--- src/rtl/alu_issue_arbiter_pkg.sv ---
// Shared issue payload types for the ALU issue arbiter slice.
// Width macros are normally supplied by the core's global defines header.
`ifndef REG_VAL_WIDTH
`define REG_VAL_WIDTH 32
`endif
`ifndef PHYSICAL_REG_NUM_WIDTH
`define PHYSICAL_REG_NUM_WIDTH 6
`endif
`ifndef INST_ADDR_WIDTH
`define INST_ADDR_WIDTH 32
`endif
`ifndef ROB_SIZE_WIDTH
`define ROB_SIZE_WIDTH 5
`endif

package alu_issue_arbiter_pkg;

   localparam int NUM_ALU_DEFAULT = 2;

   typedef struct packed {
      logic [3:0] alu_op;
      logic       use_imm;
      logic       is_signed;
   } control_t;

   typedef struct packed {
      logic [`REG_VAL_WIDTH-1:0]          src_reg1_val;
      logic [`REG_VAL_WIDTH-1:0]          src_reg2_val;
      logic [`PHYSICAL_REG_NUM_WIDTH-1:0] dst_reg_addr;
      control_t                           control;
      logic [`REG_VAL_WIDTH-1:0]          immediate;
      logic [`INST_ADDR_WIDTH-1:0]        pc;
      logic [`ROB_SIZE_WIDTH-1:0]         rob_tag;
   } alu_issue_t;

   localparam int ALU_ISSUE_W = $bits(alu_issue_t);

endpackage

--- src/rtl/alu_issue_arbiter_rr_multi_select.sv ---
// Round-robin multi-grant selector: pairs the j-th ready requester (from rr_ptr) with the j-th free ALU.
// Latency: purely combinational; backpressure: only free ALUs are assigned, the rest stay pending.
module rr_multi_select #(
   parameter int NUM_REQ       = 8,
   parameter int NUM_ALU       = 2,
   parameter int REQ_IDX_WIDTH = (NUM_REQ <= 1) ? 1 : $clog2(NUM_REQ)
) (
   input  logic [NUM_REQ-1:0]               req_valid,
   input  logic [NUM_ALU-1:0]               alu_free,
   input  logic [REQ_IDX_WIDTH-1:0]         rr_ptr,
   output logic [NUM_REQ-1:0]               grant,
   output logic [NUM_ALU-1:0]               sel_vld,
   output logic [NUM_ALU*REQ_IDX_WIDTH-1:0] sel_idx,
   output logic [REQ_IDX_WIDTH-1:0]         next_ptr
);

   logic [NUM_ALU-1:0] avail;
   logic               taken;
   int                 idx;

   always_comb begin
      grant    = '0;
      sel_vld  = '0;
      sel_idx  = '0;
      next_ptr = rr_ptr;
      avail    = alu_free;
      taken    = 1'b0;
      idx      = 0;
      for (int o = 0; o < NUM_REQ; o++) begin
         idx = int'(rr_ptr) + o;
         if (idx >= NUM_REQ) idx = idx - NUM_REQ;
         if (req_valid[idx] && (avail != '0)) begin
            // lowest remaining free ALU goes to the next requester in scan order
            taken = 1'b0;
            for (int k = 0; k < NUM_ALU; k++) begin
               if (avail[k] && !taken) begin
                  avail[k] = 1'b0;
                  taken    = 1'b1;
                  sel_vld[k] = 1'b1;
                  sel_idx[k*REQ_IDX_WIDTH +: REQ_IDX_WIDTH] = REQ_IDX_WIDTH'(idx);
               end
            end
            grant[idx] = 1'b1;
            next_ptr   = (idx + 1 == NUM_REQ) ? '0 : REQ_IDX_WIDTH'(idx + 1);
         end
      end
   end

endmodule

--- src/rtl/alu_issue_arbiter.sv ---
// Issues up to NUM_ALU ready RS entries per cycle to free ALUs; 1-cycle registered rs_valid pulse.
// Backpressure: busy ALUs leave requests pending (RS keeps valid) and count as stall cycles.
module alu_issue_arbiter
   import alu_issue_arbiter_pkg::*;
#(
   parameter int NUM_REQ         = 8,
   parameter int NUM_ALU         = NUM_ALU_DEFAULT,
   parameter int REQ_IDX_WIDTH   = (NUM_REQ <= 1) ? 1 : $clog2(NUM_REQ),
   parameter int STALL_CNT_WIDTH = 32
) (
   input  logic                             clk,
   input  logic                             reset,
   input  logic [NUM_REQ-1:0]               req_valid,
   input  logic [NUM_REQ*ALU_ISSUE_W-1:0]   req_payload,
   output logic [NUM_REQ-1:0]               req_grant,
   input  logic [NUM_ALU-1:0]               alu_ready,
   output logic [NUM_ALU-1:0]               rs_valid,
   output logic [NUM_ALU*ALU_ISSUE_W-1:0]   alu_payload,
   input  logic                             flush,
   output logic [STALL_CNT_WIDTH-1:0]       stall_cnt
);

   logic [REQ_IDX_WIDTH-1:0]         rr_ptr;
   logic [REQ_IDX_WIDTH-1:0]         next_ptr;
   logic [NUM_ALU-1:0]               alu_free;
   logic [NUM_REQ-1:0]               sel_grant;
   logic [NUM_ALU-1:0]               sel_vld;
   logic [NUM_ALU*REQ_IDX_WIDTH-1:0] sel_idx;
   alu_issue_t                       issue_pl [NUM_ALU];
   logic                             issue_ok;
   logic                             stall_cyc;

   // an ALU still holding this cycle's pulse is not free even if it reports ready
   assign alu_free = alu_ready & ~rs_valid;

   rr_multi_select #(
      .NUM_REQ       (NUM_REQ),
      .NUM_ALU       (NUM_ALU),
      .REQ_IDX_WIDTH (REQ_IDX_WIDTH)
   ) u_select (
      .req_valid (req_valid),
      .alu_free  (alu_free),
      .rr_ptr    (rr_ptr),
      .grant     (sel_grant),
      .sel_vld   (sel_vld),
      .sel_idx   (sel_idx),
      .next_ptr  (next_ptr)
   );

   assign issue_ok  = !reset && !flush;
   assign req_grant = issue_ok ? sel_grant : '0;
   assign stall_cyc = issue_ok && (req_valid != '0) && (alu_free == '0);

   always_comb begin
      for (int k = 0; k < NUM_ALU; k++) begin
         issue_pl[k] = req_payload[int'(sel_idx[k*REQ_IDX_WIDTH +: REQ_IDX_WIDTH])*ALU_ISSUE_W +: ALU_ISSUE_W];
      end
   end

   always_ff @(posedge clk) begin
      if (reset) begin
         rs_valid    <= '0;
         alu_payload <= '0;
         rr_ptr      <= '0;
         stall_cnt   <= '0;
      end else begin
         for (int k = 0; k < NUM_ALU; k++) begin
            rs_valid[k] <= sel_vld[k] && !flush;
            if (sel_vld[k] && !flush) begin
               alu_payload[k*ALU_ISSUE_W +: ALU_ISSUE_W] <= issue_pl[k];
            end
         end
         if (!flush && (sel_grant != '0)) begin
            rr_ptr <= next_ptr;
         end
         if (stall_cyc && (stall_cnt != '1)) begin
            stall_cnt <= stall_cnt + STALL_CNT_WIDTH'(1);
         end
      end
   end

endmodule

--- config.mk ---
export PLATFORM = sky130hd
export DESIGN_NAME = alu_issue_arbiter
export DESIGN_NICKNAME = d
export VERILOG_FILES = /design/src/rtl/alu_issue_arbiter_pkg.sv /design/src/rtl/alu_issue_arbiter_rr_multi_select.sv /design/src/rtl/alu_issue_arbiter.sv
export SDC_FILE = /design/constraint.sdc
export NUM_CORES = 2
export LEC_CHECK = 0
export ABC_AREA = 1
export CAP_MARGIN = 20
export CELL_PAD_IN_SITES_DETAIL_PLACEMENT = 0
export CELL_PAD_IN_SITES_GLOBAL_PLACEMENT = 1
export CORE_AREA = 3 3 588 590
export CTS_CLUSTER_SIZE = 8
export DETAILED_ROUTE_END_ITERATION = 16
export DIE_AREA = 0 0 591 593
export GPL_TIMING_DRIVEN = 0
export HOLD_SLACK_MARGIN = 0.15
export PLACE_DENSITY_LB_ADDON = 0.1
export SYNTH_ARGS = -nofsm -noshare
export SYNTH_HDL_FRONTEND = slang
export SYNTH_SLANG_ARGS = --single-unit
export TNS_END_PERCENT = 30
--- constraint.sdc ---
create_clock -name clk -period 6 [get_ports clk]
set_input_delay 0.9 -clock clk [delete_from_list [all_inputs] [get_ports clk]]
set_output_delay 0.9 -clock clk [all_outputs]
set_load 0.03 [all_outputs]
Yosys cells after proc, flatten, opt, wreduce, memory -nomap -nowiden

Cells that the tools add are included.

Add/subtract/negate cells: 24
Multiply operators: 2
Div/mod/pow operators: 0
Magnitude comparators: 24
Equality and inequality tests: 9
Shifts and indexed selects: 2
Muxes and demuxes: 150
Bitwise logic cells: 9
Reductions and logical operators: 54

Operators with widths:

| kind                  | number |
|---|---|
| $shiftx 1160x12->145  | 2 |
| $add 32x2->32 const B | 8 |
| $eq 32x5->1 const B   | 8 |
| $ge 32x1->1 const B   | 8 |
| $lt 32x5->1 const B   | 8 |
| $mux 32               | 8 |
| $ge 32x5->1 const B   | 7 |
| $sub 32x5->32 const B | 7 |
| $mux 3                | 32 |
| $mux 8                | 9 |
| $mux 1                | 62 |
| $or 8x8->8            | 7 |
| $mux 6                | 8 |
| $add 32x1->32 const B | 1 |
| $ne 32x32->1 const B  | 1 |
| $logic_and 1x1->1     | 31 |
| $mux 2                | 15 |
| $bmux 1 s3            | 8 |
| $demux 1 s3           | 8 |
| $reduce_bool 8->1     | 3 |
| $mul 3x8->11 const B  | 2 |
| $add 3x3->4 const B   | 4 |
| $reduce_bool 2->1     | 8 |
| $logic_not 1->1       | 10 |
| other kinds (8)       | 9 |

Register bits: 327
Bits in latches: 0
RAM bits: 0
Memory bits (read-only): 0
Input port bits: 1173
Output and inout bits: 332
Logic and storage cells: 279
Memories: 0

Depth between registers and ports, before layout

Depth in word-level cells: 62
Gate-level depth with buffers: 29
Mapped depth without buffers: 24

Hierarchy

A second synthesis with hierarchy kept.

Cell total of the unflattened synthesis: 6168
Area, all modules: 34958.5 µm²

By module, submodules not included:

| module            | times used | cells an instance | area each (µm²) | seq. area each (µm²) |
|---|---|---|---|---|
| alu_issue_arbiter | 1          | 5590              | 31793.0         | 6546.3 |
| rr_multi_select   | 1          | 578               | 3165.5          | 0.0 |

Least setup slack after synthesis

Ideal clock, no wire load.

Kind: reg-to-output
From: register rr_ptr[0]
To: output port req_grant[1]
Data arrival time: 3.063 ns
Required time: 5.100 ns
Slack: 2.037 ns
Stages on the path, launching flop included: 17
Path buffers: 1
Path through: dfxtp_1 -> inv_2 -> buf_1 -> ha_1 -> inv_2 -> nand3_1 -> nand3_1 -> nand2_4 -> nor2_4 -> nor2_1 -> nor2_1 -> nand3_2 -> o21ai_0 -> nand2_1 -> nand3_1 -> nor2_1 -> nor2_1

Longest elaborated chain between the ends: 38
Elaborated cells on any way between the ends: 163
Those cells by class: 15 x add/sub; 24 x order compare; 82 x mux; 7 x bitwise; 35 x reduce/logical

Ends and longest elaborated chain:

| element                                                | RTL line                                | RTL |
|---|---|---|
| start: declaration                                     | alu_issue_arbiter.sv:23                 | `logic [REQ_IDX_WIDTH-1:0] rr_ptr;` |
| start signal: assignment                               | alu_issue_arbiter.sv:74                 | `rr_ptr <= next_ptr;` |
| branches (longest 36 deep; another with $sub 32x5->32) | n/a                                     |  |
| $mux 8 *                                               | alu_issue_arbiter_rr_multi_select.sv:32 | `if (req_valid[idx] && (avail != '0)) begin` |
| $mux 8 *                                               | alu_issue_arbiter.sv:51                 | `assign req_grant = issue_ok ? sel_grant : '0;` |
| end: declaration                                       | alu_issue_arbiter.sv:15                 | `output logic [NUM_REQ-1:0] req_grant,` |

Every way passes the cells marked *. The select of a mux whose other input is x is not followed.

Final worst setup path

From: register rr_ptr[1]
To: register alu_payload[84]

Longest elaborated chain between the ends: 39
Elaborated cells on any way between the ends: 141
Those cells by class: 15 x add/sub; 1 x mul; 8 x order compare; 1 x shift; 88 x mux; 28 x reduce/logical

Ends and longest elaborated chain:

| element                                                | RTL line                | RTL |
|---|---|---|
| branches (longest 39 deep; another with $sub 32x5->32) | n/a                     |  |
| end signal: indexed assignment                         | alu_issue_arbiter.sv:70 | `alu_payload[k*ALU_ISSUE_W +: ALU_ISSUE_W] <= issue_pl[k];` |
| end: declaration                                       | alu_issue_arbiter.sv:18 | `output logic [NUM_ALU*ALU_ISSUE_W-1:0] alu_payload,` |

Several ways; the timed one is not identified. The select of a mux whose other input is x is not followed.
A chain may end at the register's enable or synchronous reset.

==> reports/metrics.cfg <==
[status]
status=finished, final reports clean

[grt]
antenna_found_initial=326
grt_pass1_vias=62300
grtUsageTotal_pct=26.7
grt-ovfl-total=0
grt_first_pass_wirelength_um=625000
grt_max_degree=17

[route]
dr.pass1.iters=7
vias=65700
drtIter0Drc=6743
wirelength_um=490000
wl_per_cell_um=33.7
detail-route-antenna-nets=0
viasPerCell=4.51
drc_errors=0

[cts]
cts_made_buffers=61
clock_sinks=327
cts_tree=yes
cts-root-buf=clkbuf_16
clk_path_buf_depth=3
path_clk_slew_ns=0.05
clk_latency_ns=0.79
htree_levels=2

[sta]
min_period_ns=5.82
fmaxAchievable_mhz=172
clock-skew-final_ns=0.0460
period_share_pct=97.0
maxSlewHeadroom_pct=24.4
setup_viol=0
finalSetupTns_ns=0
hold_viol=0
finalMaxSlewViolations=0
rsz0062_at_grt=no
whs_ns=0.492
tightest_slew_ns=1.13

[critical_path]
path_cells=buf_6, inv_2, buf_6, ha_1, inv_2, nand3_1, nand3_1, nand2_4, nor2_4, nand4_2, nor2_4, nand2_4, nand4_1, or2_1, buf_2, buf_2, buf_4, buf_2, nand4_1, nand3_1, nand3_1, nand2_1, a21oi_1
critical_path.most_common_cell=nand3_1
crit_slowest_cell=buf_2
cp_max_fo=16
critPathLaunchType=flip-flop
cp-end-kind=flip-flop
critPathKind=reg2reg
cpPeakStageDelay_ns=0.79
cp.arrival_ns=6.44
crit_required_ns=6.62
rrSetupSlack_ns=0.18

[synth]
ys_warn_count=0
async_reset_ff_share_pct=0
synth_area_mm2=0.0423
synth_cells=8227
ys_ff_latch=327
synth-seq-area-share_pct=15.5
ys_dominant_reg_cell=dfxtp_1
avgSynthCellArea_um2=5.14
synth-edff-count=0
synthDistinctLibCells=48

[die]
num_io_pins=1505
die_height_um=593
rows=214
initial_core_util_pct=12.4
die_area_mm2=0.350
core_region_area_mm2=0.340
die_w_um=591

[power]
ir_drop_v=0.000501
powerDensity_mw_per_mm2=711
p_leak_nw=31.6

[final_layout]
stdcell_area_mm2=0.0660
fin_cells=14600
nets=11100
drive_above_1_share_pct=6.24
area_growth_pct=56.0
layout_commonest_cell=nand2_1
most-common-layout-cells=nand2_1, nand3_1, clkdlybuf4s50_1
fill_cells=39700

[place]
place_inst=14300
dpl_cell_area_mm2=0.0636
gp_congestion=0.920
portBuffers=1503
hpwl_um=406000

[hold_path]
hp-class=reg2reg

[flow_run]
drv_cap=0

[per-stage QoR]
step                util (%)  setup WS [ns]  power (W)
finish                  19.4          0.179     0.0469
global route            19.4        0.00175     0.0499
CTS                     19.3        0.00792     0.0472
detailed placement      18.7         -0.696     0.0430
global placement        18.6          -1.89     0.0429
floorplan                  -           2.04     0.0235
[cell type report]
| type | count | area [µm²] | area share [%] |
|---|---|---|---|
| diodes | 130 | 325 | 0.493 |
| plain buffers | 687 | 3570 | 5.41 |
| clock buffers | 85 | 1750 | 2.65 |
| clock inverters | 21 | 342 | 0.517 |
| inverters | 1287 | 4830 | 7.32 |
| multi-input cells | 5979 | 27600 | 41.9 |
| flip-flops and latches | 327 | 6550 | 9.92 |
| well taps | 4536 | 5680 | 8.60 |
| repair buffers | 1518 | 15300 | 23.2 |
[critical path, delay by kind of cell, from the launching register on]
family	cells	cell delay (ns)
buf+inv	8	2.44
simple gates	13	2.23
flops	1	0.42
fa+ha+maj	1	0.38
compound gates	1	0.09
[worst paths after layout]
path,from,to,cells after the start
min,stall_cnt[31],stall_cnt[31],2
max reg2reg,rr_ptr[1],alu_payload[84],23
max,rr_ptr[1],alu_payload[84],23
min reg2reg,stall_cnt[31],stall_cnt[31],2
[timing repair]
action / in CTS / in global routing
endpoints found under the setup margin: 242 / 44
gates resized for setup: 27 / 17
hold buffers: 0 / 0
buffers inserted: 0 / 0
[power by group]
group          switching (W)  internal [W]  leakage (nW)
Combinational         0.0293        0.0101          27.9
Sequential          0.000725       0.00294          2.69
Clock                0.00152       0.00238          1.02
Total                 0.0316        0.0154          31.6
[metal layers]
layer  share of wire [%]  track usage (%)  vias up
met2                  48             45.2     3245
met5                0.12                0        -
met4                 3.4             9.02       86
li1                    -                -    29800
met1                  42             33.4    31800
met3                 6.9             5.53      714
[cells by family after synthesis]
logic type | after synthesis | share of synthesized area, %
and+or+nand+nor | 5185 | 54.8
buffers and inverters | 1975 | 19.8
DFF | 327 | 15.5
AOI/OAI and AO/OA | 674 | 8.09
adders and majority gates | 60 | 1.77
xor gates and xnor gates | 4 | 0.0828
other | 2 | 0.0177
[cell usage after synthesis (3+ instances only)]
master / n / share of area (%)
dfxtp_1: 327 / 15
nand2_1: 2242 / 20
o21ai_0: 359 / 4.2
buf_2: 359 / 4.2
clkbuf_1: 214 / 1.9
nand3_1: 2109 / 25
nand2_4: 4 / 0.11
nor2_1: 435 / 3.9
buf_6: 62 / 1.7
buf_4: 10 / 0.18
nand3_2: 9 / 0.21
nor4_1: 11 / 0.16
nor2_4: 5 / 0.13
o22ai_1: 4 / 0.059
nor2_2: 3 / 0.044
nand4_1: 313 / 4.6
o21ai_1: 113 / 1.3
xor2_1: 3 / 0.062
a21oi_1: 185 / 2.2
buf_1: 43 / 0.38
inv_2: 16 / 0.14
inv_1: 1270 / 11
nand2_2: 9 / 0.13
nor3b_1: 3 / 0.053
ha_1: 60 / 1.8
nor3_1: 29 / 0.34
[registers in the layout (all words and copies together), names as in the netlist]
register / cells
alu_payload: 290
stall_cnt: 32
rr_ptr: 3
rs_valid: 2
(Power assumes the default switching activity.)
